<file path="src/rtl/overlay_mixer.sv">
// overlay_mixer
//
// Downstream compositing stage for the emblem overlay. Blends the overlay
// colour onto the background with a frame-stepped fade weight, treats the
// overlay colour key as see-through, blanks outside the visible area, and
// re-times hsync/vsync so they stay aligned with the registered colour.
//
// Build option:
//   OVERLAY_FADE_EN defined   - alpha fades 0..4 in steps of FADE_FRAMES frames.
//   OVERLAY_FADE_EN undefined - overlay switches fully on/off on a frame tick,
//                               FADE_FRAMES is ignored.
//
// Parameters:
//   FADE_FRAMES  frames per alpha step (1..255)
//   TRANSPARENT  overlay colour key meaning "no overlay"
//
// Ports:
//   clk         pixel clock
//   rst_n       asynchronous active-low reset
//   hsync_in    horizontal sync, active-low
//   vsync_in    vertical sync, active-low
//   display_on  pixel is inside the visible area
//   bg_rgb      background colour {R1,G1,B1,R0,G0,B0}
//   ovl_rgb     overlay colour {R1,G1,B1,R0,G0,B0}
//   show        level request for the overlay to be visible
//   rgb_out     composited colour, 2 cycles after the inputs
//   hsync_out   hsync_in delayed by 2 cycles
//   vsync_out   vsync_in delayed by 2 cycles
//   alpha       current overlay weight 0..4
//   fade_state  0 HIDDEN, 1 FADE_IN, 2 SHOWN, 3 FADE_OUT
//
// State table:
//   state    | meaning
//   HIDDEN   | overlay invisible, alpha = 0
//   FADE_IN  | alpha rising one step every FADE_FRAMES ticks
//   SHOWN    | overlay fully visible, alpha = 4
//   FADE_OUT | alpha falling one step every FADE_FRAMES ticks

module overlay_mixer #(
    parameter int          FADE_FRAMES = 8,
    parameter logic [5:0]  TRANSPARENT = 6'b100001
) (
    input  logic       clk,
    input  logic       rst_n,
    input  logic       hsync_in,
    input  logic       vsync_in,
    input  logic       display_on,
    input  logic [5:0] bg_rgb,
    input  logic [5:0] ovl_rgb,
    input  logic       show,
    output logic [5:0] rgb_out,
    output logic       hsync_out,
    output logic       vsync_out,
    output logic [2:0] alpha,
    output logic [1:0] fade_state
);

    typedef enum logic [1:0] {
        HIDDEN   = 2'd0,
        FADE_IN  = 2'd1,
        SHOWN    = 2'd2,
        FADE_OUT = 2'd3
    } fade_t;

    // ---------------------------------------------------------------
    // Stage 1: input registers
    // ---------------------------------------------------------------
    logic [5:0] bg_s1;
    logic [5:0] ovl_s1;
    logic       de_s1;
    logic       hs_s1;
    logic       vs_s1;

    // Sync registers reset high so releasing reset never looks like a
    // vsync falling edge.
    always_ff @(posedge clk or negedge rst_n) begin
        if (!rst_n) begin
            bg_s1  <= 6'b000000;
            ovl_s1 <= 6'b000000;
            de_s1  <= 1'b0;
            hs_s1  <= 1'b1;
            vs_s1  <= 1'b1;
        end else begin
            bg_s1  <= bg_rgb;
            ovl_s1 <= ovl_rgb;
            de_s1  <= display_on;
            hs_s1  <= hsync_in;
            vs_s1  <= vsync_in;
        end
    end

    // vsync_out is vs_s1 delayed by one cycle, so it doubles as the
    // previous-value register for edge detection.
    logic tick;
    assign tick = vsync_out & ~vs_s1;

    // ---------------------------------------------------------------
    // Fade state machine
    // ---------------------------------------------------------------
    fade_t      state_q;
    fade_t      state_nx;
    logic [2:0] alpha_q;
    logic [2:0] alpha_nx;

`ifdef OVERLAY_FADE_EN
    localparam logic [7:0] LAST_CNT = 8'(FADE_FRAMES - 1);

    logic [7:0] step_cnt;
    logic [7:0] step_cnt_nx;
    logic       step;

    assign step = tick && (step_cnt == LAST_CNT);

    always_ff @(posedge clk or negedge rst_n) begin
        if (!rst_n) begin
            state_q  <= HIDDEN;
            alpha_q  <= 3'd0;
            step_cnt <= 8'd0;
        end else begin
            state_q  <= state_nx;
            alpha_q  <= alpha_nx;
            step_cnt <= step_cnt_nx;
        end
    end

    always_comb begin
        state_nx    = state_q;
        alpha_nx    = alpha_q;
        step_cnt_nx = step_cnt;
        if (tick) begin
            case (state_q)
                HIDDEN: begin
                    if (show) begin
                        state_nx    = FADE_IN;
                        alpha_nx    = 3'd1;
                        step_cnt_nx = 8'd0;
                    end
                end
                FADE_IN: begin
                    // A show reversal overrides a coincident step.
                    if (!show) begin
                        state_nx    = FADE_OUT;
                        step_cnt_nx = 8'd0;
                    end else if (step) begin
                        alpha_nx    = alpha_q + 3'd1;
                        step_cnt_nx = 8'd0;
                        if (alpha_q == 3'd3) begin
                            state_nx = SHOWN;
                        end
                    end else begin
                        step_cnt_nx = step_cnt + 8'd1;
                    end
                end
                SHOWN: begin
                    if (!show) begin
                        state_nx    = FADE_OUT;
                        alpha_nx    = 3'd3;
                        step_cnt_nx = 8'd0;
                    end
                end
                FADE_OUT: begin
                    if (show) begin
                        state_nx    = FADE_IN;
                        step_cnt_nx = 8'd0;
                    end else if (step) begin
                        alpha_nx    = alpha_q - 3'd1;
                        step_cnt_nx = 8'd0;
                        if (alpha_q == 3'd1) begin
                            state_nx = HIDDEN;
                        end
                    end else begin
                        step_cnt_nx = step_cnt + 8'd1;
                    end
                end
                default: begin
                    state_nx    = HIDDEN;
                    alpha_nx    = 3'd0;
                    step_cnt_nx = 8'd0;
                end
            endcase
        end
    end

    // Per-channel weighted blend; worst case 3*4 = 12 fits in 4 bits.
    function automatic logic [1:0] mix(input logic [1:0] o,
                                       input logic [1:0] b,
                                       input logic [2:0] a);
        logic [3:0] sum;
        sum = (4'(o) * 4'(a)) + (4'(b) * 4'(3'd4 - a));
        return sum[3:2];
    endfunction

    logic [1:0] ch_r;
    logic [1:0] ch_g;
    logic [1:0] ch_b;
    logic [5:0] blended;

    always_comb begin
        ch_r    = mix({ovl_s1[5], ovl_s1[2]}, {bg_s1[5], bg_s1[2]}, alpha_q);
        ch_g    = mix({ovl_s1[4], ovl_s1[1]}, {bg_s1[4], bg_s1[1]}, alpha_q);
        ch_b    = mix({ovl_s1[3], ovl_s1[0]}, {bg_s1[3], bg_s1[0]}, alpha_q);
        blended = {ch_r[1], ch_g[1], ch_b[1], ch_r[0], ch_g[0], ch_b[0]};
    end
`else
    always_ff @(posedge clk or negedge rst_n) begin
        if (!rst_n) begin
            state_q <= HIDDEN;
            alpha_q <= 3'd0;
        end else begin
            state_q <= state_nx;
            alpha_q <= alpha_nx;
        end
    end

    always_comb begin
        state_nx = state_q;
        alpha_nx = alpha_q;
        if (tick) begin
            case (state_q)
                HIDDEN: begin
                    if (show) begin
                        state_nx = SHOWN;
                        alpha_nx = 3'd4;
                    end
                end
                SHOWN: begin
                    if (!show) begin
                        state_nx = HIDDEN;
                        alpha_nx = 3'd0;
                    end
                end
                default: begin
                    state_nx = HIDDEN;
                    alpha_nx = 3'd0;
                end
            endcase
        end
    end

    // Only full on or full off exists, so the blend is a plain select.
    logic [5:0] blended;
    assign blended = (state_q == SHOWN) ? ovl_s1 : bg_s1;
`endif

    // ---------------------------------------------------------------
    // Stage 2: composite and re-timed syncs
    // ---------------------------------------------------------------
    logic [5:0] pixel;

    always_comb begin
        pixel = blended;
        if (ovl_s1 == TRANSPARENT) begin
            pixel = bg_s1;
        end
        if (!de_s1) begin
            pixel = 6'b000000;
        end
    end

    always_ff @(posedge clk or negedge rst_n) begin
        if (!rst_n) begin
            rgb_out   <= 6'b000000;
            hsync_out <= 1'b1;
            vsync_out <= 1'b1;
        end else begin
            rgb_out   <= pixel;
            hsync_out <= hs_s1;
            vsync_out <= vs_s1;
        end
    end

    assign alpha      = alpha_q;
    assign fade_state = state_q;

endmodule

</file>
<file path="config.mk">
export PLATFORM = sky130hd
export DESIGN_NAME = overlay_mixer
export DESIGN_NICKNAME = d
export VERILOG_FILES = /design/src/rtl/overlay_mixer.sv
export SDC_FILE = /design/constraint.sdc
export NUM_CORES = 1
export LEC_CHECK = 0
export CORE_ASPECT_RATIO = 1.2
export CORE_UTILIZATION = 45
export CTS_BUF_LIST = sky130_fd_sc_hd__clkbuf_16
export DETAILED_ROUTE_END_ITERATION = 10
export DONT_BUFFER_PORTS = 1
export HOLD_SLACK_MARGIN = 0.08
export PLACE_DENSITY = 0.61
export SLEW_MARGIN = 20
export SYNTH_ARGS = -nofsm -noshare
export SYNTH_HDL_FRONTEND = slang
export SYNTH_SLANG_ARGS = --single-unit
</file>
<file path="constraint.sdc">
create_clock -name clk -period 1.2 [get_ports clk]
set_input_delay 0.12 -clock clk [delete_from_list [all_inputs] [get_ports clk]]
set_output_delay 0.12 -clock clk [all_outputs]
set_load 0.01 [all_outputs]
</file>
# Word level (Yosys, flattened, before mapping)
# Cells that the tools add are included.
[totals]
latchBits = 0
input_bits = 18
output_inout_bits = 13
ramBits = 0
memories = 0
romBits = 0
regBits = 28
[op_classes]
n_bitwise = 2
order_cmp = 0
shift = 0
reduce_logical = 2
n_eq_ne = 4
n_mux = 9
div_mod_pow = 0
add_sub_neg = 0
n_mul = 0
[op_table]
columns = ["cell", "n"]
rows = [
  ["$mux 6", 3],
  ["$eq 6x6->1 const B", 1],
  ["$mux 3", 2],
  ["$pmux 3 s2", 1],
  ["$mux 2", 2],
  ["$ne 2x2->1 const B", 2],
  ["$pmux 2 s2", 1],
  ["$reduce_and 3->1", 1],
  ["$eq 2x2->1 const B", 1],
  ["$logic_not 2->1", 1],
  ["$and 1x1->1", 1],
  ["$not 1->1", 1],
]

# Depth between registers and ports, before layout
# Gate-level depths: netlist (run 1).
[logic_depth]
depth_word = 4
depth_mapped = 3

# Worst setup path after synthesis (run 1)
# Ideal clock, no wire load.
[synth_timing]
path_type = "register -> register"
start = "reg ovl_s1[1]"
end = "reg rgb_out[5]"
path_stages_with_launch = 4
synth_period_minus_slack_ps = 1107
arrival_ps = 984
setup_ps = 123
setup_slack_ps = 93
n_path_buf = 0
path_cell_list = "dfrtp_1 -> and4bb_4 -> a21oi_1 -> o221a_2"
[synth_via]
elab_chain_cells = 3
[synth_lines]
columns = ["element", "line", "rtl"]
rows = [
  ["start, declared", "69", "logic [5:0] ovl_s1;"],
  ["start signal, assigned", "85", "ovl_s1 <= ovl_rgb;"],
  ["$eq 6x6->1", "252", "if (ovl_s1 == TRANSPARENT) begin"],
  ["$mux 6", "252", ""],
  ["$mux 6", "255", "if (!de_s1) begin"],
  ["net pixel[5]", "248", "logic [5:0] pixel;"],
  ["end signal, assigned", "266", "rgb_out <= pixel;"],
  ["end, declared", "51", "output logic [5:0] rgb_out,"],
]
# The timed path passes the listed nets, and every way through them passes these cells.
# A chain may end at the register's enable or synchronous reset.

# Worst setup path in the final report (run 1)
[layout_timing]
start = "reg ovl_s1[4]"
end = "reg rgb_out[5]"
# The elaborated chain is that of the path after synthesis.

==> summary.md, run 1 <==
| Metric | Value |
|---|---|
| CTS Buffer Depth | `2` |
| Cell family with most CP delay | `flip-flops` |
| Initial antenna violation count | `0` |
| Gr ovfl total | `0` |
| Routed WL per cell | `14.0 um` |
| Initial core utilization | `0.492` |
| RSZ-0062 raised after global routing | `yes` |
| Port Buf Inserts | `0` |
| Max FO, Critical Path | `5` |
| Cell Int Power | `1.60 mW` |
| Tot GR Track Use | `0.164` |
| Final Cycle Share | `0.960` |
| Die ar. | `1990 um2` |
| CP bufs+invs | `0` |
| Final hold violation count | `0` |
| WP data required | `1.34 ns` |
| Worst R2R Setup Slack | `0.05 ns` |
| Power per Cell Area | `1770 nW/um2` |
| Worst-path clk slew | `0.06 ns` |
| FF-to-FF End | `rgb_out[5]` |
| Largest cells by area after synthesis | `dfrtp_1 (61%), dfstp_2 (13%), buf_4 (3.7%), nor2b_4 (3.4%), mux2i_1 (2.5%)` |
| Yosys top cell area share | `0.613` |
| DR DRC count | `0` |
| Crit path kind | `reg -> reg` |
| Crit path DAT | `1.29 ns` |
| R2R Path Start | `ovl_s1[4]` |
| Met3 usage | `0.0963` |
| Worst path depth | `3` |
| Vias in the first global route | `492` |
| Initial DRT Pass Iterations | `2` |
| Crit start category | `flip-flop` |
| Setup crit end kind | `flip-flop` |
| Leak pwr | `0.493 nW` |
| Cell variety after synth | `18` |
| Site row count | `16` |
| Yosys top cell by area | `dfrtp_1` |
| Post-DP Area | `825 um2` |
| Routed wire length | `1250 um` |
| CTS tree | `yes` |
| Hold_ws | `0.357 ns` |
| Combinational fraction of design power | `0.070` |
| Root buf cell | `clkbuf_16` |
| GR peak layer | `met2` |
| M1 GR Usage | `0.145` |
| Syn Area/Cell | `16.3 um2` |
| Antenna-violating nets left | `0` |
| Async SR Flop Fraction | `1.00` |
| Yosys warning total | `0` |
| FF+latch count, synth | `24` |
| Finished Cell Area | `1110 um2` |
| Share of cells above drive strength 1 | `0.239` |
| Status | `finished clean` |
| Core area | `1660 um2` |
| Max VDD drop | `1520 uV` |
| Nets | `90` |
| Fin crit period | `1.15 ns` |
| Switching Share | `0.182` |
| Largest net degree at the start of global routing | `25` |
| Die X | `40.9 um` |
| Area of the mapped netlist | `817 um2` |
| FMAX | `868 MHz` |
| Io pins | `31` |
| Post-Place Worst Slack | `0.0245 ns` |
| CTS buffer count | `3` |
| Max stage delay on crit path | `0.38 ns` |
| Clock Latency Late Sink | `0.25 ns` |
| Placer Congestion | `0.697` |
| Hold Crit Class | `in -> async` |
| FF-to-FF path depth | `3` |
| Setup ws final | `0.0474 ns` |
| Final setup viols | `0` |
| # H-tree levels | `1` |
| Die height | `48.7 um` |
| Mapped Cells | `50` |
| Met2 Use GR | `0.276` |
| Top_reg_cell synth | `dfrtp_1` |
| Max cap viols | `0` |
| Ant diodes | `0` |
| First-pass GRT wire length | `2050 um` |
| Clock Power Share | `0.468` |
| CP cell instances | `and4bb_4, a21oi_2, o221a_2` |
| DR vias | `459` |
| Register area share after synthesis | `0.741` |
| Post-route clock skew | `0.00180 ns` |
| Via-per-instance ratio | `5.16` |
| Post-synth EDFFs | `0` |
| Slew Viols, Final | `0` |
| Area delta synth->final | `35.7%` |
| Sw power | `358 uW` |
| Register share of total power | `0.462` |
| Initial DRC count | `2` |
| Critical path's slowest cell | `dfrtp_1` |
| CTS sink cnt | `24` |
## placed cells by master, fill, tap and decap left out, drive strengths merged
cell type / n
dfrtp: 20
dlygate4sd3: 17
dfstp: 4
conb: 3
clkbuf: 3
nand3: 2
mux2i: 2
a21boi: 2
inv: 2
nor2b: 2
o311a: 2
a21oi: 2
o221a: 2
a21o: 2
buf: 2
and4bb: 1
nor2: 1
a31o: 1
bufinv: 1
## worst reg2reg max path, cell delays in order (launching register included)
cell and delay [ns]:
dfrtp_1 0.38, and4bb_4 0.37, a21oi_2 0.07, o221a_2 0.23
## metrics by stage
step           power, mW    TNS (ns)  std cells  utilization
5_1_grt             2.06  -0.0000120         89        0.667
2_1_floorplan      0.987           0         52            -
6_report            1.96           0         89        0.667
3_5_place_dp       0.998           0         67        0.496
3_3_place_gp       0.995           0         67        0.496
4_1_cts             1.98           0         88        0.662
## power by group through the flow
stage / combinational, mW / clock (mW) / sequential (mW)
6_report: 0.138 / 0.918 / 0.907
5_1_grt: 0.156 / 0.984 / 0.914
4_1_cts: 0.136 / 0.938 / 0.907
3_5_place_dp: 0.0774 / 0 / 0.921
3_3_place_gp: 0.0755 / 0 / 0.920
2_1_floorplan: 0.0676 / 0 / 0.920
## routing by layer
layer,wire length (um),vias to the layer above
li1,-,210
met1,428,225
met2,701,20
met3,95,4
met4,20,0
met5,0,-
## state kept, by name, indices dropped and copies added (netlist names)
| register | flops |
|---|---|
| ovl_s1 | 6 |
| bg_s1 | 6 |
| vsync_out | 1 |
| de_s1 | 1 |
| hsync_out | 1 |
| vs_s1 | 1 |
| hs_s1 | 1 |
| rgb_out | 6 |
| alpha | 1 |
## final cells by class
| cell class | instances | area, um2 |
|---|---|---|
| clock buffers | 3 | 75.1 |
| clock inverters | 1 | 30.0 |
| fillers | 126 | 553 |
| inverters | 2 | 7.51 |
| multi-input cells | 22 | 185 |
| flip-flops and latches | 24 | 606 |
| well taps | 18 | 22.5 |
| repair buffers | 19 | 183 |
## worst max-delay path by stage
stage	start	endpoint	slack (ns)
finish	ovl_s1[4]	rgb_out[5]	0.05
global route	ovl_s1[4]	rgb_out[5]	-0.00001
CTS	ovl_s1[1]	rgb_out[5]	0.02
detailed placement	ovl_s1[1]	rgb_out[5]	0.02
global placement	ovl_s1[1]	rgb_out[5]	0.08
floorplan	ovl_s1[1]	rgb_out[5]	0.09
## cell usage after synthesis, types with 2 or more instances
master and n:
a21oi_1 2, inv_1 2, nand3_1 2, a21boi_0 2, dfstp_2 4, dfrtp_1 20, nor2b_4 2, mux2i_1 2
buf_4 4, o311a_1 2
## logic make-up (layout without fill, tap and decap cells)
family | Yosys count | count (layout) | synth area share
AOI/OAI and AO/OA | 11 | 11 | 0.113
DFF | 24 | 24 | 0.741
muxes | 2 | 2 | 0.0245
and+or+nand+nor | 6 | 6 | 0.0704
buffers and inverters | 6 | 25 | 0.0459
other | 1 | 3 | 0.00459
## repair_timing
item                                   in CTS  in global routing
resized for setup                           0                  1
setup endpoints to repair                   0                  2
buffers inserted                            0                  0
endpoints found under the hold margin      40                 20
hold buffers                               17                  1
Note: power is estimated with default switching activity, not from simulation.
==> run 2: changes to the inputs <==
--- a/config.mk
+++ b/config.mk
@@ -6,6 +6,7 @@
 export NUM_CORES = 1
 export LEC_CHECK = 0
 export CORE_ASPECT_RATIO = 1.2
+export CORE_MARGIN = 8
 export CORE_UTILIZATION = 45
 export CTS_BUF_LIST = sky130_fd_sc_hd__clkbuf_16
 export DETAILED_ROUTE_END_ITERATION = 10
==> run 2 against run 1 <==
  * Sequential cell count did not move
  * Clock skew rose by 0.00055 ns
  * Largest power group is now registers
  * Via count fell by 1.7%
  * Utilization fell by 4.7 points
  * Wire length rose by 9.1%
  * Power fell by 11%
==> summary.md, run 2 (same netlist as run 1, synthesis figures left out) <==
| Metric | Value |
|---|---|
| Vias in the first global route | `524 (+6.5%)` |
| Critical path's slowest cell | `dfrtp_1` |
| Final hold violation count | `0 (unchanged)` |
| Die X | `54.9 um (+34%)` |
| CTS Buffer Depth | `2 (unchanged)` |
| Final Cycle Share | `0.979 (+0.0189)` |
| Status | `finished clean` |
| Core area | `1770 um2 (+6.3%)` |
| Root buf cell | `clkbuf_16` |
| Fin crit period | `1.18 ns (+0.0227 ns)` |
| Commonest non-fill, non-tap cell in the layout | `dfrtp_1` |
| Gr ovfl total | `0 (unchanged)` |
| Total negative setup slack | `0 ns (unchanged)` |
| Register share of total power | `0.517 (+0.055)` |
| Die ar. | `3440 um2 (+73%)` |
| Placer Congestion | `0.787 (+13%)` |
| Ant diodes | `0 (unchanged)` |
| Crit path DAT | `1.31 ns (+0.02 ns)` |
| Met2 wire len | `657 um (-6.3%)` |
| Top flop regs | `bg_s1 x6, ovl_s1 x6, rgb_out x6` |
| Routed WL per cell | `14.8 um (+5.6%)` |
| Leak pwr | `0.490 nW (-0.58%)` |
| Switching Share | `0.204 (+0.0216)` |
| Finished Cell Area | `1090 um2 (-1.2%)` |
| RSZ-0062 raised after global routing | `no` |
| CP bufs+invs | `0 (unchanged)` |
| DR DRC count | `0 (unchanged)` |
| Port Buf Inserts | `0 (unchanged)` |
| Slew Viols, Final | `0 (unchanged)` |
| Post-DP Area | `841 um2 (+2.0%)` |
| Clock Power Share | `0.401 (-0.067)` |
| CTS sink cnt | `24 (unchanged)` |
| Initial antenna violation count | `0 (unchanged)` |
| Die height | `62.7 um (+29%)` |
| Largest net degree at the start of global routing | `25 (unchanged)` |
| Crit start category | `flip-flop` |
| Register area | `606 um2 (unchanged)` |
| Tot GR Track Use | `0.0834 (-0.0807)` |
| Setup crit end kind | `flip-flop` |
| Io pins | `31 (unchanged)` |
| Max VDD drop | `1350 uV (-11%)` |
| Max FO, Critical Path | `5 (unchanged)` |
| Worst-path clk slew | `0.06 ns (about the same)` |
| Hold_ws | `0.355 ns (-0.00165 ns)` |
| DP Wirelength | `984 um` |
| Initial DRT Pass Iterations | `2 (unchanged)` |
| Via-per-instance ratio | `4.90 (-4.9%)` |
| Sw power | `356 uW (-0.48%)` |
| Most frequent cells in the layout | `dfrtp_1 (20), dlygate4sd3_1 (17), dfstp_2 (4)` |
| FMAX | `851 MHz (-1.9%)` |
| Area delta synth->final | `34.0%` |
| Share of cells above drive strength 1 | `0.233 (-0.00656)` |
| Site row count | `17 (+1)` |
| Power consumption | `1.75 mW (-11%)` |
| Hold Crit Class | `reg -> reg` |
| WP data required | `1.34 ns (about the same)` |
| Cell Int Power | `1.39 mW (-13%)` |
| First-pass GRT wire length | `2260 um (+10%)` |
| Top Metal Used | `met3` |
| Combinational fraction of design power | `0.082 (+0.012)` |
| Met1 wire length | `546 um (+28%)` |
| Routed wire length | `1360 um (+9.1%)` |
| Max stage delay on crit path | `0.38 ns (about the same)` |
| Antenna-violating nets left | `0 (unchanged)` |
| Cell family with most CP delay | `flip-flops` |
| Max cap viols | `0 (unchanged)` |
| Power per Cell Area | `1590 nW/um2 (-9.9%)` |
| WL met3 | `157 um (+65%)` |
| CP cell instances | `and4bb_4, a21oi_1, o221a_2` |
| Multi-input logic area | `181 um2 (-2.0%)` |
| DR vias | `451 (-1.7%)` |
| Initial core utilization | `0.463 (-0.0289)` |
| Nets | `92 (+2.2%)` |
| Post-route clock skew | `0.00236 ns (+0.000553 ns)` |
| # H-tree levels | `1 (unchanged)` |
| Initial DRC count | `2 (unchanged)` |
| CTS buffer count | `3 (unchanged)` |
| Crit path kind | `reg -> reg` |
| Clock Latency Late Sink | `0.25 ns (about the same)` |
| CTS tree | `yes` |
| Final setup viols | `0 (unchanged)` |
| Number of fill cells | `136 (+7.9%)` |
| Final core occ | `0.620 (-0.0470)` |
run 2: what timing repair did:
action	CTS	global route
gates resized for setup	0	0
buffers inserted	0	0
endpoints found under the hold margin	40	20
endpoints found under the setup margin	0	0
hold buffers	17	1
run 2: final cells by class:
class	instances	share of cell area
Sequential cell	24	0.553
Timing Repair Buffer	21	0.181
Multi-Input combinational cell	22	0.166
Clock buffer	3	0.0686
Tap cell	19	0.0217
Inverter	2	0.00686
Clock inverter	1	0.00343
run 2: worst paths after layout:
path                                   end  startpoint  depth (start not counted)  slack [ns]
worst max-delay path            rgb_out[5]   ovl_s1[1]                          3        0.02
worst min-delay path             hsync_out       hs_s1                          0        0.36
worst max register to register  rgb_out[5]   ovl_s1[1]                          3        0.02
worst min register to register   hsync_out       hs_s1                          0        0.36
max in group asynchronous        hsync_out       rst_n                          2        0.48
min in group asynchronous       rgb_out[4]       rst_n                          2        0.37
run 2: metrics by stage:
step           setup WS, ns  cells
3_3_place_gp         0.0693     70
4_1_cts              0.0119     91
6_report             0.0247     92
3_5_place_dp         0.0373     70
5_1_grt             0.00193     92
2_1_floorplan        0.0932     52
run 2: per-layer routing:
layer	vias up	GRT usage
li1	211	-
met1	220	0.0906
met2	20	0.136
met3	0	0.0452
met4	0	0.0181
met5	-	0
run 2: power by group through the flow:
stage          Combinational (mW)  Clock [mW]  Sequential (mW)
6_report                    0.144       0.700            0.903
4_1_cts                     0.144       0.711            0.904
3_5_place_dp               0.0850           0            0.919
3_3_place_gp               0.0836           0            0.919
2_1_floorplan              0.0676           0            0.920
5_1_grt                     0.160       0.746            0.908
==> run 3: changes to the inputs <==
--- a/config.mk
+++ b/config.mk
@@ -12,7 +12,7 @@
 export DETAILED_ROUTE_END_ITERATION = 10
 export DONT_BUFFER_PORTS = 1
 export HOLD_SLACK_MARGIN = 0.08
-export PLACE_DENSITY = 0.61
+export PLACE_DENSITY = 0.59
 export SLEW_MARGIN = 20
 export SYNTH_ARGS = -nofsm -noshare
 export SYNTH_HDL_FRONTEND = slang
==> run 3 against run 2 <==
  * Wire length rose by 8.8%
  * Clock power shrank 3.3%
  * First-iteration DRC count increased to 3.0 times the previous value
  * Final area is 0.69% higher
  * Combinational power is 7% higher
  * Sequential power barely moved
  * Largest power group unchanged
  * Non-clock buffer count is 1 higher
  * Highest routed layer is now met4
  * Sequential share of layout area fell by 0.38 points
  * Critical path depth unchanged
  * Critical path type unchanged
==> summary.md, run 3 (same netlist as run 1, synthesis figures left out) <==
| Metric | Value |
|---|---|
| Power per Cell Area | `1570 nW/um2 (-1.3%)` |
| Die ar. | `3440 um2 (unchanged)` |
| # H-tree levels | `1 (unchanged)` |
| Final setup viols | `0 (unchanged)` |
| Critical path origin | `ovl_s1[4]` |
| Slew Viols, Final | `0 (unchanged)` |
| Site row count | `17 (unchanged)` |
| Post-route clock skew | `0.00133 ns (-0.00103 ns)` |
| Worst R2R Setup Slack | `0.03 ns (about the same)` |
| Ant diodes | `0 (unchanged)` |
| DR DRC count | `0 (unchanged)` |
| CTS Buffer Depth | `2 (unchanged)` |
| RSZ-0062 raised after global routing | `no` |
| Final core occ | `0.624 (+0.00425)` |
| Placer Congestion | `0.716 (-9.0%)` |
| GR peak layer | `met2` |
| WP data required | `1.34 ns (about the same)` |
| CTS sink cnt | `24 (unchanged)` |
| Hold Crit Class | `reg -> reg` |
| Finished Cell Area | `1100 um2 (+0.69%)` |
| Max VDD drop | `999 uV (-26%)` |
| Initial core utilization | `0.463 (unchanged)` |
| Io pins | `31 (unchanged)` |
| FF-to-FF End | `rgb_out[5]` |
| Most frequent cells in the layout | `dfrtp_1 (20), dlygate4sd3_1 (17), dfstp_2 (4), buf_4 (4)` |
| Initial antenna violation count | `0 (unchanged)` |
| R2R Path Start | `ovl_s1[4]` |
| Routed wire length | `1480 um (+8.8%)` |
| FMAX | `856 MHz (+0.66%)` |
| Setup crit end kind | `flip-flop` |
| Max stage delay on crit path | `0.38 ns (about the same)` |
| M1 GR Usage | `0.0970 (+0.00631)` |
| Leak pwr | `0.493 nW (+0.61%)` |
| Total negative setup slack | `0 ns (unchanged)` |
| Critical Path Sink | `rgb_out[5]` |
| Via-per-instance ratio | `5.03 (+2.7%)` |
| Vias in the first global route | `523 (-0.19%)` |
| Status | `finished clean` |
| Largest net degree at the start of global routing | `25 (unchanged)` |
| Nets | `93 (+1.1%)` |
| Max cap viols | `0 (unchanged)` |
| Top flop regs | `bg_s1 x6, ovl_s1 x6, rgb_out x6` |
| Post-DP Area | `841 um2 (unchanged)` |
| Die height | `62.7 um (unchanged)` |
| CTS tree | `yes` |
| Share of cells above drive strength 1 | `0.260 (+0.0274)` |
| Critical path's slowest cell | `dfrtp_1` |
| Multi-input logic area | `185 um2 (+2.1%)` |
| Register area | `606 um2 (unchanged)` |
| Crit path kind | `reg -> reg` |
| Worst slew pin tran | `0.501 ns` |
| First-pass GRT wire length | `2360 um (+4.2%)` |
| Final hold violation count | `0 (unchanged)` |
| Max_slew headroom | `0.666` |
| Initial DRC count | `6 (+4)` |
| Tot GR Track Use | `0.0931 (+0.00969)` |
| Crit path DAT | `1.30 ns (about the same)` |
| Port Buf Inserts | `0 (unchanged)` |
| Final Cycle Share | `0.973 (-0.00639)` |
| Routed WL per cell | `16.1 um (+8.7%)` |
| Area delta synth->final | `34.9%` |
| Gr ovfl total | `0 (unchanged)` |
| Initial DRT Pass Iterations | `2 (unchanged)` |
| CTS buffer count | `3 (unchanged)` |
| Crit start category | `flip-flop` |
| Max FO, Critical Path | `5 (unchanged)` |
| Root buf cell | `clkbuf_16` |
| Number of fill cells | `131 (-3.7%)` |
| FF-to-FF path depth | `3 (unchanged)` |
| Worst-path clk slew | `0.05 ns (about the same)` |
| Antenna-violating nets left | `0 (unchanged)` |
| Core area | `1770 um2 (unchanged)` |
| DR vias | `463 (+2.7%)` |
| Clock Latency Late Sink | `0.25 ns (about the same)` |
| Die X | `54.9 um (unchanged)` |
| Met3 usage | `0.0452 (unchanged)` |
| Commonest non-fill, non-tap cell in the layout | `dfrtp_1` |
| Met2 Use GR | `0.148 (+0.0114)` |
| CP cell instances | `and4bb_4, a21oi_2, o221a_2` |
| Fin crit period | `1.17 ns (-0.00767 ns)` |
-- run 3: area by class of cell --
type                            instances  share of cell area
Clock buffer                            3              0.0681
Tap cell                               19              0.0216
Sequential cell                        24               0.549
Multi-Input combinational cell         22               0.168
Timing Repair Buffer                   22               0.186
Inverter                                2             0.00681
-- run 3: metrics by stage --
step | hold slack [ns] | worst slack [ns] | power [mW] | instances
floorplan | -0.176 | 0.0932 | 0.987 | 52
global placement | -0.175 | 0.0744 | 1.01 | 70
detailed placement | -0.175 | 0.0256 | 1.01 | 70
CTS | 0.360 | 0.0203 | 1.75 | 90
global route | 0.370 | 0.00396 | 1.81 | 92
finish | 0.359 | 0.0324 | 1.73 | 92
-- run 3: metal layers --
| metal | share of wire | up-vias |
|---|---|---|
| li1 | - | 215 |
| met4 | 0.017 | 0 |
| met1 | 0.36 | 224 |
| met5 | 0 | - |
| met2 | 0.52 | 20 |
| met3 | 0.10 | 4 |
-- run 3: where the power goes --
group / internal [mW] / switching, mW / leakage (nW)
Sequential: 0.866 / 0.0383 / 0.283
Clock: 0.439 / 0.237 / 0.0370
Combinational: 0.0856 / 0.0681 / 0.173
Total: 1.39 / 0.344 / 0.493
-- run 3: worst min path at each step --
stage	startpoint	to	slack, ns	depth (start not counted)
6_report	hs_s1	hsync_out	0.36	0
5_1_grt	hs_s1	hsync_out	0.37	0
4_1_cts	hs_s1	hsync_out	0.36	0
3_5_place_dp	rst_n	rgb_out[2]	-0.17	0
3_3_place_gp	rst_n	rgb_out[2]	-0.17	0
2_1_floorplan	rst_n	alpha[2]	-0.18	0
-- run 3: what timing repair did --
action                     CTS  global route
hold buffers                17             1
hold endpoints to repair    40            20
resized for setup            0             1
setup buffers                0             1
setup endpoints to repair    0             2
-- run 3: critical path, delay by kind of cell (launching register included) --
| kind | cells | cell delay (ns) |
|---|---|---|
| AOI/OAI and AO/OA | 2 | 0.30 |
| DFF | 1 | 0.38 |
| and+or+nand+nor | 1 | 0.37 |
